### src/rtl/reorder_buffer_if.sv
// +----------------------------------------------------------------------+
// | reorder_buffer_if                                                    |
// | Dispatch, writeback, flush and retirement signals of the ROB.        |
// | Rev 1.0 - initial release                                            |
// +----------------------------------------------------------------------+
`default_nettype none

interface reorder_buffer_if #(
  parameter int TAG_W = 4
);
  logic             alloc_valid;
  logic             alloc_dest_valid;
  logic [5:0]       alloc_preg;
  logic             alloc_ready;
  logic [TAG_W-1:0] alloc_tag;
  logic             cmp1_valid;
  logic [TAG_W-1:0] cmp1_tag;
  logic [31:0]      cmp1_data;
  logic             cmp2_valid;
  logic [TAG_W-1:0] cmp2_tag;
  logic [31:0]      cmp2_data;
  logic             flush;
  logic             retire1;
  logic             retire2;
  logic [5:0]       write_addr1;
  logic [5:0]       write_addr2;
  logic [31:0]      write_data1;
  logic [31:0]      write_data2;
  logic [TAG_W:0]   rob_count;
  logic             rob_empty;

  // Dispatch / writeback side: drives requests, observes ROB status.
  modport master (
    output alloc_valid, alloc_dest_valid, alloc_preg,
    output cmp1_valid, cmp1_tag, cmp1_data,
    output cmp2_valid, cmp2_tag, cmp2_data,
    output flush,
    input  alloc_ready, alloc_tag,
    input  retire1, retire2, write_addr1, write_addr2, write_data1, write_data2,
    input  rob_count, rob_empty
  );

  // ROB side.
  modport slave (
    input  alloc_valid, alloc_dest_valid, alloc_preg,
    input  cmp1_valid, cmp1_tag, cmp1_data,
    input  cmp2_valid, cmp2_tag, cmp2_data,
    input  flush,
    output alloc_ready, alloc_tag,
    output retire1, retire2, write_addr1, write_addr2, write_data1, write_data2,
    output rob_count, rob_empty
  );
endinterface

`default_nettype wire

### src/rtl/reorder_buffer.sv
// +----------------------------------------------------------------------+
// | reorder_buffer                                                       |
// | Circular in-order retirement buffer: single allocate, two writeback  |
// | ports, up to two in-order retirements per cycle, flush.              |
// | Rev 1.0 - initial release                                            |
// +----------------------------------------------------------------------+
`default_nettype none

module reorder_buffer #(
  parameter int DEPTH = 16,
  parameter int TAG_W = 4
) (
  input  wire logic        clk,
  input  wire logic        rstn,
  reorder_buffer_if.slave  bus
);

  localparam logic [TAG_W:0] C_FULL_COUNT = (TAG_W+1)'(DEPTH);

  // Per-entry state
  logic [DEPTH-1:0] r_valid;
  logic [DEPTH-1:0] r_done;
  logic [DEPTH-1:0] r_dest;
  logic [5:0]       r_preg [DEPTH];
  logic [31:0]      r_data [DEPTH];

  logic [TAG_W-1:0] r_head;
  logic [TAG_W-1:0] r_tail;
  logic [TAG_W:0]   r_count;

  logic             r_retire1;
  logic             r_retire2;
  logic [5:0]       r_waddr1;
  logic [5:0]       r_waddr2;
  logic [31:0]      r_wdata1;
  logic [31:0]      r_wdata2;

  logic [TAG_W-1:0] w_head1;
  logic             w_alloc;
  logic             w_ret1;
  logic             w_ret2;
  logic             w_cmp1_hit;
  logic             w_cmp2_hit;
  logic [TAG_W:0]   w_nret;

  // Full check uses the registered count only, so a same-edge retire
  // never frees a slot for the allocation on that edge.
  assign w_head1    = r_head + TAG_W'(1);
  assign w_alloc    = bus.alloc_valid && (r_count != C_FULL_COUNT);
  assign w_ret1     = r_valid[r_head] && r_done[r_head];
  assign w_ret2     = w_ret1 && r_valid[w_head1] && r_done[w_head1];
  assign w_nret     = (TAG_W+1)'(w_ret1) + (TAG_W+1)'(w_ret2);
  // The tail entry is never valid while allocating, but the guard keeps
  // a same-edge completion from landing on the fresh entry explicitly.
  assign w_cmp1_hit = bus.cmp1_valid && r_valid[bus.cmp1_tag]
                      && !(w_alloc && (bus.cmp1_tag == r_tail));
  assign w_cmp2_hit = bus.cmp2_valid && r_valid[bus.cmp2_tag]
                      && !(w_alloc && (bus.cmp2_tag == r_tail));

  // Head/tail pointers and occupancy counter.
  always_ff @(posedge clk or negedge rstn) begin
    if (!rstn) begin
      r_head  <= '0;
      r_tail  <= '0;
      r_count <= '0;
    end else if (bus.flush) begin
      r_head  <= '0;
      r_tail  <= '0;
      r_count <= '0;
    end else begin
      r_head  <= r_head + w_nret[TAG_W-1:0];
      if (w_alloc) begin
        r_tail <= r_tail + TAG_W'(1);
      end
      r_count <= r_count + (TAG_W+1)'(w_alloc) - w_nret;
    end
  end

  // Entry valid/done flags: completions, then retire clears, then allocation.
  always_ff @(posedge clk or negedge rstn) begin
    if (!rstn) begin
      r_valid <= '0;
      r_done  <= '0;
    end else if (bus.flush) begin
      r_valid <= '0;
      r_done  <= '0;
    end else begin
      if (w_cmp1_hit) begin
        r_done[bus.cmp1_tag] <= 1'b1;
      end
      if (w_cmp2_hit) begin
        r_done[bus.cmp2_tag] <= 1'b1;
      end
      if (w_ret1) begin
        r_valid[r_head] <= 1'b0;
      end
      if (w_ret2) begin
        r_valid[w_head1] <= 1'b0;
      end
      if (w_alloc) begin
        r_valid[r_tail] <= 1'b1;
        r_done[r_tail]  <= 1'b0;
      end
    end
  end

  // Entry payload; only read once the valid/done flags qualify it, so no reset.
  // Port 2 is written last so it wins a same-tag collision.
  always_ff @(posedge clk) begin
    if (w_cmp1_hit) begin
      r_data[bus.cmp1_tag] <= bus.cmp1_data;
    end
    if (w_cmp2_hit) begin
      r_data[bus.cmp2_tag] <= bus.cmp2_data;
    end
    if (w_alloc) begin
      r_dest[r_tail] <= bus.alloc_dest_valid;
      r_preg[r_tail] <= bus.alloc_preg;
    end
  end

  // Registered register-file write strobes; zero unless a destination retires.
  always_ff @(posedge clk or negedge rstn) begin
    if (!rstn) begin
      r_retire1 <= 1'b0;
      r_retire2 <= 1'b0;
      r_waddr1  <= '0;
      r_waddr2  <= '0;
      r_wdata1  <= '0;
      r_wdata2  <= '0;
    end else if (bus.flush) begin
      r_retire1 <= 1'b0;
      r_retire2 <= 1'b0;
      r_waddr1  <= '0;
      r_waddr2  <= '0;
      r_wdata1  <= '0;
      r_wdata2  <= '0;
    end else begin
      r_retire1 <= w_ret1 && r_dest[r_head];
      r_waddr1  <= (w_ret1 && r_dest[r_head]) ? r_preg[r_head] : 6'd0;
      r_wdata1  <= (w_ret1 && r_dest[r_head]) ? r_data[r_head] : 32'd0;
      r_retire2 <= w_ret2 && r_dest[w_head1];
      r_waddr2  <= (w_ret2 && r_dest[w_head1]) ? r_preg[w_head1] : 6'd0;
      r_wdata2  <= (w_ret2 && r_dest[w_head1]) ? r_data[w_head1] : 32'd0;
    end
  end

  assign bus.alloc_ready = (r_count != C_FULL_COUNT);
  assign bus.alloc_tag   = r_tail;
  assign bus.rob_count   = r_count;
  assign bus.rob_empty   = (r_count == '0);
  assign bus.retire1     = r_retire1;
  assign bus.retire2     = r_retire2;
  assign bus.write_addr1 = r_waddr1;
  assign bus.write_addr2 = r_waddr2;
  assign bus.write_data1 = r_wdata1;
  assign bus.write_data2 = r_wdata2;

endmodule

`default_nettype wire
### src/flat_wrapper.sv
// flat-port wrapper written by rule: the top's interface ports become plain ports
module reorder_buffer_flat 
#(
  parameter int DEPTH = 16,
  parameter int TAG_W = 4
)
  (clk, rstn, bus_alloc_valid, bus_alloc_dest_valid, bus_alloc_preg, bus_cmp1_valid, bus_cmp1_tag, bus_cmp1_data, bus_cmp2_valid, bus_cmp2_tag, bus_cmp2_data, bus_flush, bus_alloc_ready, bus_alloc_tag, bus_retire1, bus_retire2, bus_write_addr1, bus_write_addr2, bus_write_data1, bus_write_data2, bus_rob_count, bus_rob_empty);
  reorder_buffer_if #(.TAG_W(TAG_W)) bus_i ();
  input  wire logic clk;
  input  wire logic rstn;
  input wire logic [$bits(bus_i.alloc_valid)-1:0] bus_alloc_valid;
  input wire logic [$bits(bus_i.alloc_dest_valid)-1:0] bus_alloc_dest_valid;
  input wire logic [$bits(bus_i.alloc_preg)-1:0] bus_alloc_preg;
  input wire logic [$bits(bus_i.cmp1_valid)-1:0] bus_cmp1_valid;
  input wire logic [$bits(bus_i.cmp1_tag)-1:0] bus_cmp1_tag;
  input wire logic [$bits(bus_i.cmp1_data)-1:0] bus_cmp1_data;
  input wire logic [$bits(bus_i.cmp2_valid)-1:0] bus_cmp2_valid;
  input wire logic [$bits(bus_i.cmp2_tag)-1:0] bus_cmp2_tag;
  input wire logic [$bits(bus_i.cmp2_data)-1:0] bus_cmp2_data;
  input wire logic [$bits(bus_i.flush)-1:0] bus_flush;
  output wire logic [$bits(bus_i.alloc_ready)-1:0] bus_alloc_ready;
  output wire logic [$bits(bus_i.alloc_tag)-1:0] bus_alloc_tag;
  output wire logic [$bits(bus_i.retire1)-1:0] bus_retire1;
  output wire logic [$bits(bus_i.retire2)-1:0] bus_retire2;
  output wire logic [$bits(bus_i.write_addr1)-1:0] bus_write_addr1;
  output wire logic [$bits(bus_i.write_addr2)-1:0] bus_write_addr2;
  output wire logic [$bits(bus_i.write_data1)-1:0] bus_write_data1;
  output wire logic [$bits(bus_i.write_data2)-1:0] bus_write_data2;
  output wire logic [$bits(bus_i.rob_count)-1:0] bus_rob_count;
  output wire logic [$bits(bus_i.rob_empty)-1:0] bus_rob_empty;
  assign bus_i.alloc_valid = bus_alloc_valid;
  assign bus_i.alloc_dest_valid = bus_alloc_dest_valid;
  assign bus_i.alloc_preg = bus_alloc_preg;
  assign bus_i.cmp1_valid = bus_cmp1_valid;
  assign bus_i.cmp1_tag = bus_cmp1_tag;
  assign bus_i.cmp1_data = bus_cmp1_data;
  assign bus_i.cmp2_valid = bus_cmp2_valid;
  assign bus_i.cmp2_tag = bus_cmp2_tag;
  assign bus_i.cmp2_data = bus_cmp2_data;
  assign bus_i.flush = bus_flush;
  assign bus_alloc_ready = bus_i.alloc_ready;
  assign bus_alloc_tag = bus_i.alloc_tag;
  assign bus_retire1 = bus_i.retire1;
  assign bus_retire2 = bus_i.retire2;
  assign bus_write_addr1 = bus_i.write_addr1;
  assign bus_write_addr2 = bus_i.write_addr2;
  assign bus_write_data1 = bus_i.write_data1;
  assign bus_write_data2 = bus_i.write_data2;
  assign bus_rob_count = bus_i.rob_count;
  assign bus_rob_empty = bus_i.rob_empty;
  reorder_buffer #(.DEPTH(DEPTH), .TAG_W(TAG_W)) u_core (.clk(clk), .rstn(rstn), .bus(bus_i));
endmodule
### config.mk
export PLATFORM = sky130hd
export DESIGN_NAME = reorder_buffer_flat
export DESIGN_NICKNAME = d
export VERILOG_FILES = /design/src/rtl/reorder_buffer_if.sv /design/src/rtl/reorder_buffer.sv /design/src/flat_wrapper.sv
export SDC_FILE = /design/constraint.sdc
export NUM_CORES = 1
export LEC_CHECK = 0
export BUFFER_PORTS_ARGS = -buffer_cell sky130_fd_sc_hd__buf_2
export CELL_PAD_IN_SITES_DETAIL_PLACEMENT = 1
export CELL_PAD_IN_SITES_GLOBAL_PLACEMENT = 2
export CORE_MARGIN = 1
export CORE_UTILIZATION = 46
export CTS_CLUSTER_SIZE = 16
export DETAILED_ROUTE_END_ITERATION = 8
export HOLD_SLACK_MARGIN = 0.06
export PLACE_DENSITY = 0.82
export SETUP_SLACK_MARGIN = 0.4
export SKIP_CTS_REPAIR_TIMING = 1
export SLEW_MARGIN = 10
export SYNTH_ARGS = -nofsm -noshare
export SYNTH_HDL_FRONTEND = slang
export SYNTH_SLANG_ARGS = --single-unit
export TNS_END_PERCENT = 50
### constraint.sdc
create_clock -name clk -period 11.43 [get_ports clk]
set_input_delay 2.286 -clock clk [delete_from_list [all_inputs] [get_ports clk]]
set_output_delay 2.286 -clock clk [all_outputs]
set_load 0.005 [all_outputs]
Word-level counts from Yosys, hierarchy flattened:

Memory sizes are Yosys's and may differ from the RTL's.
Index checks and enable logic that the tools add are counted.
Widths: inputs -> output; s select.

* bits in registers: 139
* bits in writable memories: 608
* output and inout port bits: 89
* memories: 2

Memories
* u_core.r_data: depth 16, width 32, read ports 2, clocked after Yosys merged registers in 0, write ports 2, line reorder_buffer.sv:25 `logic [31:0] r_data [DEPTH];`
* u_core.r_preg: depth 16, width 6, read ports 2, clocked after Yosys merged registers in 0, write ports 1, line reorder_buffer.sv:24 `logic [5:0] r_preg [DEPTH];`

* add/sub/neg operators: 6
* order comparisons: 10
* equal/unequal tests: 3
* mux-type cells: 59
* bitwise operators: 9
* reduce and logical (&&, ||, !) cells: 21

Operators by type and width (number)
* $mux 16: 12
* $mux 32: 4
* $and 16x16->16: 3
* $not 16->16: 3
* $or 16x16->16: 3
* $bmux 1 s4: 8
* $lt 4x5->1 const B: 5
* $mux 6: 4
* $mux 1: 21
* $demux 1 s4: 5
* $ge 4x1->1 const B: 5
* $logic_and 1x1->1: 17
* $bwmux 16: 1
* $mux 4: 3
* $add 4x1->4 const B: 2
* $eq 4x4->1: 2
* $add 5x1->5: 1
* $logic_not 5->1: 1
* $mux 5: 1
* $ne 5x5->1 const B: 1
* $sub 5x5->5: 1
* $add 4x4->4: 1
* $add 1x1->2: 1
* $logic_not 1->1: 2
* $reduce_bool 2->1: 1

Depth between registers and ports, before layout:

* word-level depth: 14
* mapped depth: 22

Worst setup path after synthesis:

OpenSTA, ideal clock, no wires.

* path type: input port to flip-flop
* start point: input port bus_cmp2_tag[1]
* end point: memory u_core.r_data[6][0] (enable)
* library setup time: 0.466 ns
* arrival time: 5.385 ns
* path slack: 5.579 ns
* stages on the path: 5
* buffers on the path: 1
* cells stage by stage: clkbuf_1 -> xnor2_1 -> nand4_1 -> o2111ai_1 -> o21ai_0

RTL lines
* start: declaration: line flat_wrapper.sv:18 `input wire logic [$bits(bus_i.cmp2_tag)-1:0] bus_cmp2_tag;`
* end: declaration: line reorder_buffer.sv:25

Worst setup path after layout:

* start point: register u_core.r_head[1]
* end point: register u_core.r_count[4], in the netlist u_core.bus.rob_count[4]

* word-level cells in the longest chain between the ends: 8

Ends and longest elaborated chain
* start: declaration: line reorder_buffer.sv:27 `logic [TAG_W-1:0] r_head;`
* start signal: assignment: line reorder_buffer.sv:71 `r_head <= r_head + w_nret[TAG_W-1:0];`
* $add 4x1->4 or $bmux 1 s4 (tied branches): line reorder_buffer.sv:48, reorder_buffer.sv:50
* $bmux 1 s4 or $mux 1 (tied branches): line reorder_buffer.sv:51, reorder_buffer.sv:50
* $mux 1 (not written as such) or $logic_and 1x1->1 (tied branches): line reorder_buffer.sv:51, reorder_buffer.sv:50
* $logic_and 1x1->1 (2 in series): line reorder_buffer.sv:51 `assign w_ret2 = w_ret1 && r_valid[w_head1] && r_done[w_head1];`
* $add 1x1->2 *: line reorder_buffer.sv:52 `assign w_nret = (TAG_W+1)'(w_ret1) + (TAG_W+1)'(w_ret2);`
* $sub 5x5->5 *: line reorder_buffer.sv:75 `r_count <= r_count + (TAG_W+1)'(w_alloc) - w_nret;`
* $mux 5 *: line reorder_buffer.sv:66 `end else if (bus.flush) begin`
* end signal: assignment: line reorder_buffer.sv:75
* end: declaration: line reorder_buffer.sv:29 `logic [TAG_W:0] r_count;`

Every way passes the cells marked *; elsewhere a longest branch is shown, timed or not. The select of a mux whose other input is x is not followed.
A chain may end at the register's enable or synchronous reset.

==> results.cfg <==
[run_status]
run_status = completed

[cells_and_area]
area_delta_synth_final_pct = 12.8
non_filler_instance_count_after_layout = 3629
design_area_um2 = 45300
drive_gt1_share_pct = 54.4
finish.net_count = 2504

[synthesis]
post-synth-top-count-cell = edfxtp_1
async_reset_ff_share_pct = 16.5
syn-cell-area_um2 = 40200
synth_largest_area_cell = edfxtp_1
yosys_warnings = 0
yosys_register_bits = 747
synth_edf_count = 624
synth_area_per_cell_um2 = 17.5
netlist.area_leader.share_pct = 46.6
synth_flop_cell = edfxtp_1
syn-num-nets = 2408
netlist_instances = 2302
ys_top_cells_by_count = edfxtp_1 (624), mux2_2 (512), mux4_2 (405), dfrtp_1 (123), clkbuf_1 (109)
synth.yosys.seq_area_share_pct = 54.3
post_synth_num_cell_types = 59
cells_taking_the_most_area_after_synthesis = edfxtp_1 (47%), mux4_2 (23%), mux2_2 (14%), dfrtp_1 (7.7%), buf_2 (1.0%)

[floorplan]
floorplan_die_width_um = 298
die_y_um = 298
placementRows = 108
placeableCoreArea_um2 = 86600
ioPinCount = 174
starting_density_of_the_core_pct = 46.4
dieArea_um2 = 88600

[setup_path]
worstReg2RegStart = u_core.r_head[1]
timing.reg2reg.worst_path_depth = 20
setup.worst_path.end = u_core.bus.rob_count[4]
startpoint = u_core.r_head[1]
crit_required_ns = 12.00
setup.worst_path.end_class = flip-flop
setup.worst_path.start_class = flip-flop
critPathKind = flip-flop to flip-flop
r2r-end = u_core.bus.rob_count[4]
path_max_fanout = 120
worst-r2r-setup-slack_ns = 5.53
timing.critical_path.arrival_ns = 6.47

[timing]
final_period_minus_worst_setup_slack_ns = 5.90
fmax_ghz = 0.169
timing_max_transition_violations_final = 0
hold_violations = 0
slew_headroom_pct = 24.6
timing.setup.tns_ns = 0
setup_violations = 0
tightest_slew_ns = 1.13
fin_crit_sh_pct = 51.6
final_critical_path_setup_slack_ns = 5.53
unrepaired_setup_endpoints_after_global_routing = false
fin_skew_ns = 0.0362

[power]
max-vdd-ir-drop_uv = 112
power.density_cell_area_nw_per_um2 = 137
finalPower_mw = 6.19
power.leakage_nw = 14.7

[drt]
drc_errors = 0
drt.antenna.violating_nets = 0
routed-via-count = 24700
drt-initial-drc-count = 2797
routed_wire_length_per_instance_um = 35.7
routed_via_density = 6.79
drt_pre_antenna_iters = 5
finalWirelength_um = 129000

[clock_tree]
htreeDepth = 3
cts_tree = done
clkTransAtPathRegs_ns = 0.06
worstSkewPairLatency_ns = 0.67
cts_buffers = 86
clockBufferDepth = 3
clkSinkCount = 747
cts_root_buffer = clkbuf_16

[placement]
place.gp.congestion = 0.904
place.detailed.hpwl_um = 70300
buffer_ports.inserted = 173
placed_cell_count = 3465
pre_cts_ws_ns = 5.46
postPlaceCellArea_um2 = 42400

[job]
maxcap_violations = 0

[grt]
grt_overflow = 0
grt_first_pass_wirelength_um = 187000
vias_in_the_first_global_route = 26100
grt_max_degree = 147
initial_antenna_violation_count = 17
grt_util_all_layers_pct = 29.2

[hold_path]
holdCritPathClass = flip-flop to flip-flop
worst_hold_startpoint = u_core.r_done[11]
[metal layers]
| layer | track usage (%) | vias up | routed length [um] |
|---|---|---|---|
| met4 | 10.5 | 18 | 4680 |
| li1 | - | 9644 | - |
| met2 | 48.7 | 1358 | 64300 |
| met3 | 5.14 | 302 | 10800 |
| met1 | 38.6 | 13300 | 49600 |
| met5 | 0 | - | 106 |
[kinds of logic (layout without fill, tap and decap cells)]
| group | Yosys count | in the layout | share of synthesized area, % |
|---|---|---|---|
| multiplexers | 918 | 918 | 37.0 |
| flip-flops | 747 | 747 | 54.3 |
| adder cells (fa/ha/maj) | 21 | 21 | 0.691 |
| AO/OA/AOI/OAI | 95 | 95 | 1.58 |
| other | 0 | 2 | 0 |
| AND/OR/NAND/NOR | 247 | 247 | 3.32 |
| buffers and inverters | 257 | 427 | 2.74 |
| XOR/XNOR | 17 | 17 | 0.370 |
[stage by stage]
stage          utilization [%]  hold WS [ns]
2_1_floorplan                -         0.512
3_3_place_gp              49.0         0.533
3_5_place_dp              49.0         0.544
4_1_cts                   52.3         0.562
5_1_grt                   52.4         0.591
6_report                  52.4         0.552
[how the worst min path moves through the flow]
stage / end / cells past startpoint
floorplan: u_core.r_done[11] / 1
global placement: u_core.r_done[11] / 1
detailed placement: u_core.r_done[11] / 1
CTS: u_core.r_done[11] / 1
global route: u_core.r_done[11] / 1
finish: u_core.r_done[11] / 1
[layout by cell type, fill, tap and decap left out, types with 6 or more instances in the layout]
master       n
clkbuf_16   89
mux2_2     512
o21ai_0     11
buf_2      172
mux4_2     405
nand2_1     47
nor3b_1     41
o21ai_4     15
inv_1       23
a21oi_1     16
clkinv_1     6
xnor2_1     11
buf_4       61
a211oi_1    20
clkbuf_1    22
nor2b_1     45
edfxtp_1   624
ha_1        18
nor3_1      11
clkbuf_8    10
nand3_1     11
clkinv_2    18
nor2_1      44
bufinv_16    8
nor2_4      16
dfrtp_1    120
[critical path: stages, from the launching register on]
cell and delay, ns:
dfrtp_4 0.67, inv_4 0.10, ha_4 0.89, buf_12 0.73, and3b_1 0.27, a311oi_1 0.26
a31oi_1 0.09, o2bb2ai_1 0.43, or3_2 0.22, inv_2 0.09, ha_1 0.33, ha_1 0.28
inv_1 0.04, ha_1 0.18, inv_1 0.08, fa_1 0.22, inv_1 0.05, a21oi_1 0.14
nor2_1 0.08, or3_1 0.36, a21oi_1 0.15
[flip-flops by register name (all words and copies together), names as in the netlist, 6 cells and up]
| register | count |
|---|---|
| u_core.r_data | 512 |
| u_core.r_preg | 96 |
| u_core.bus.write_data1 | 32 |
| u_core.bus.write_data2 | 32 |
| u_core.r_dest | 16 |
| u_core.r_done | 16 |
| u_core.r_valid | 16 |
| u_core.bus.write_addr1 | 6 |
| u_core.bus.write_addr2 | 6 |
[layout make-up]
| cell class | instances | area, um^2 |
|---|---|---|
| well taps | 1155 | 1450 |
| multi-input cells | 1298 | 17600 |
| diodes | 2 | 5.00 |
| fillers | 7865 | 41300 |
| clock buffers | 121 | 2450 |
| inverters | 28 | 110 |
| repair buffers | 237 | 1390 |
| flip-flops and latches | 747 | 21800 |
| clock inverters | 41 | 484 |
[power breakdown]
| part | switching, mW | internal [mW] | leakage (nW) | total, mW |
|---|---|---|---|---|
| logic | 0.190 | 0.142 | 5.95 | 0.332 |
| registers | 0.0185 | 2.98 | 7.32 | 3.00 |
| clock network | 1.18 | 1.69 | 1.44 | 2.87 |
| total | 1.39 | 4.81 | 14.7 | 6.19 |
(Power assumes the default switching activity.)
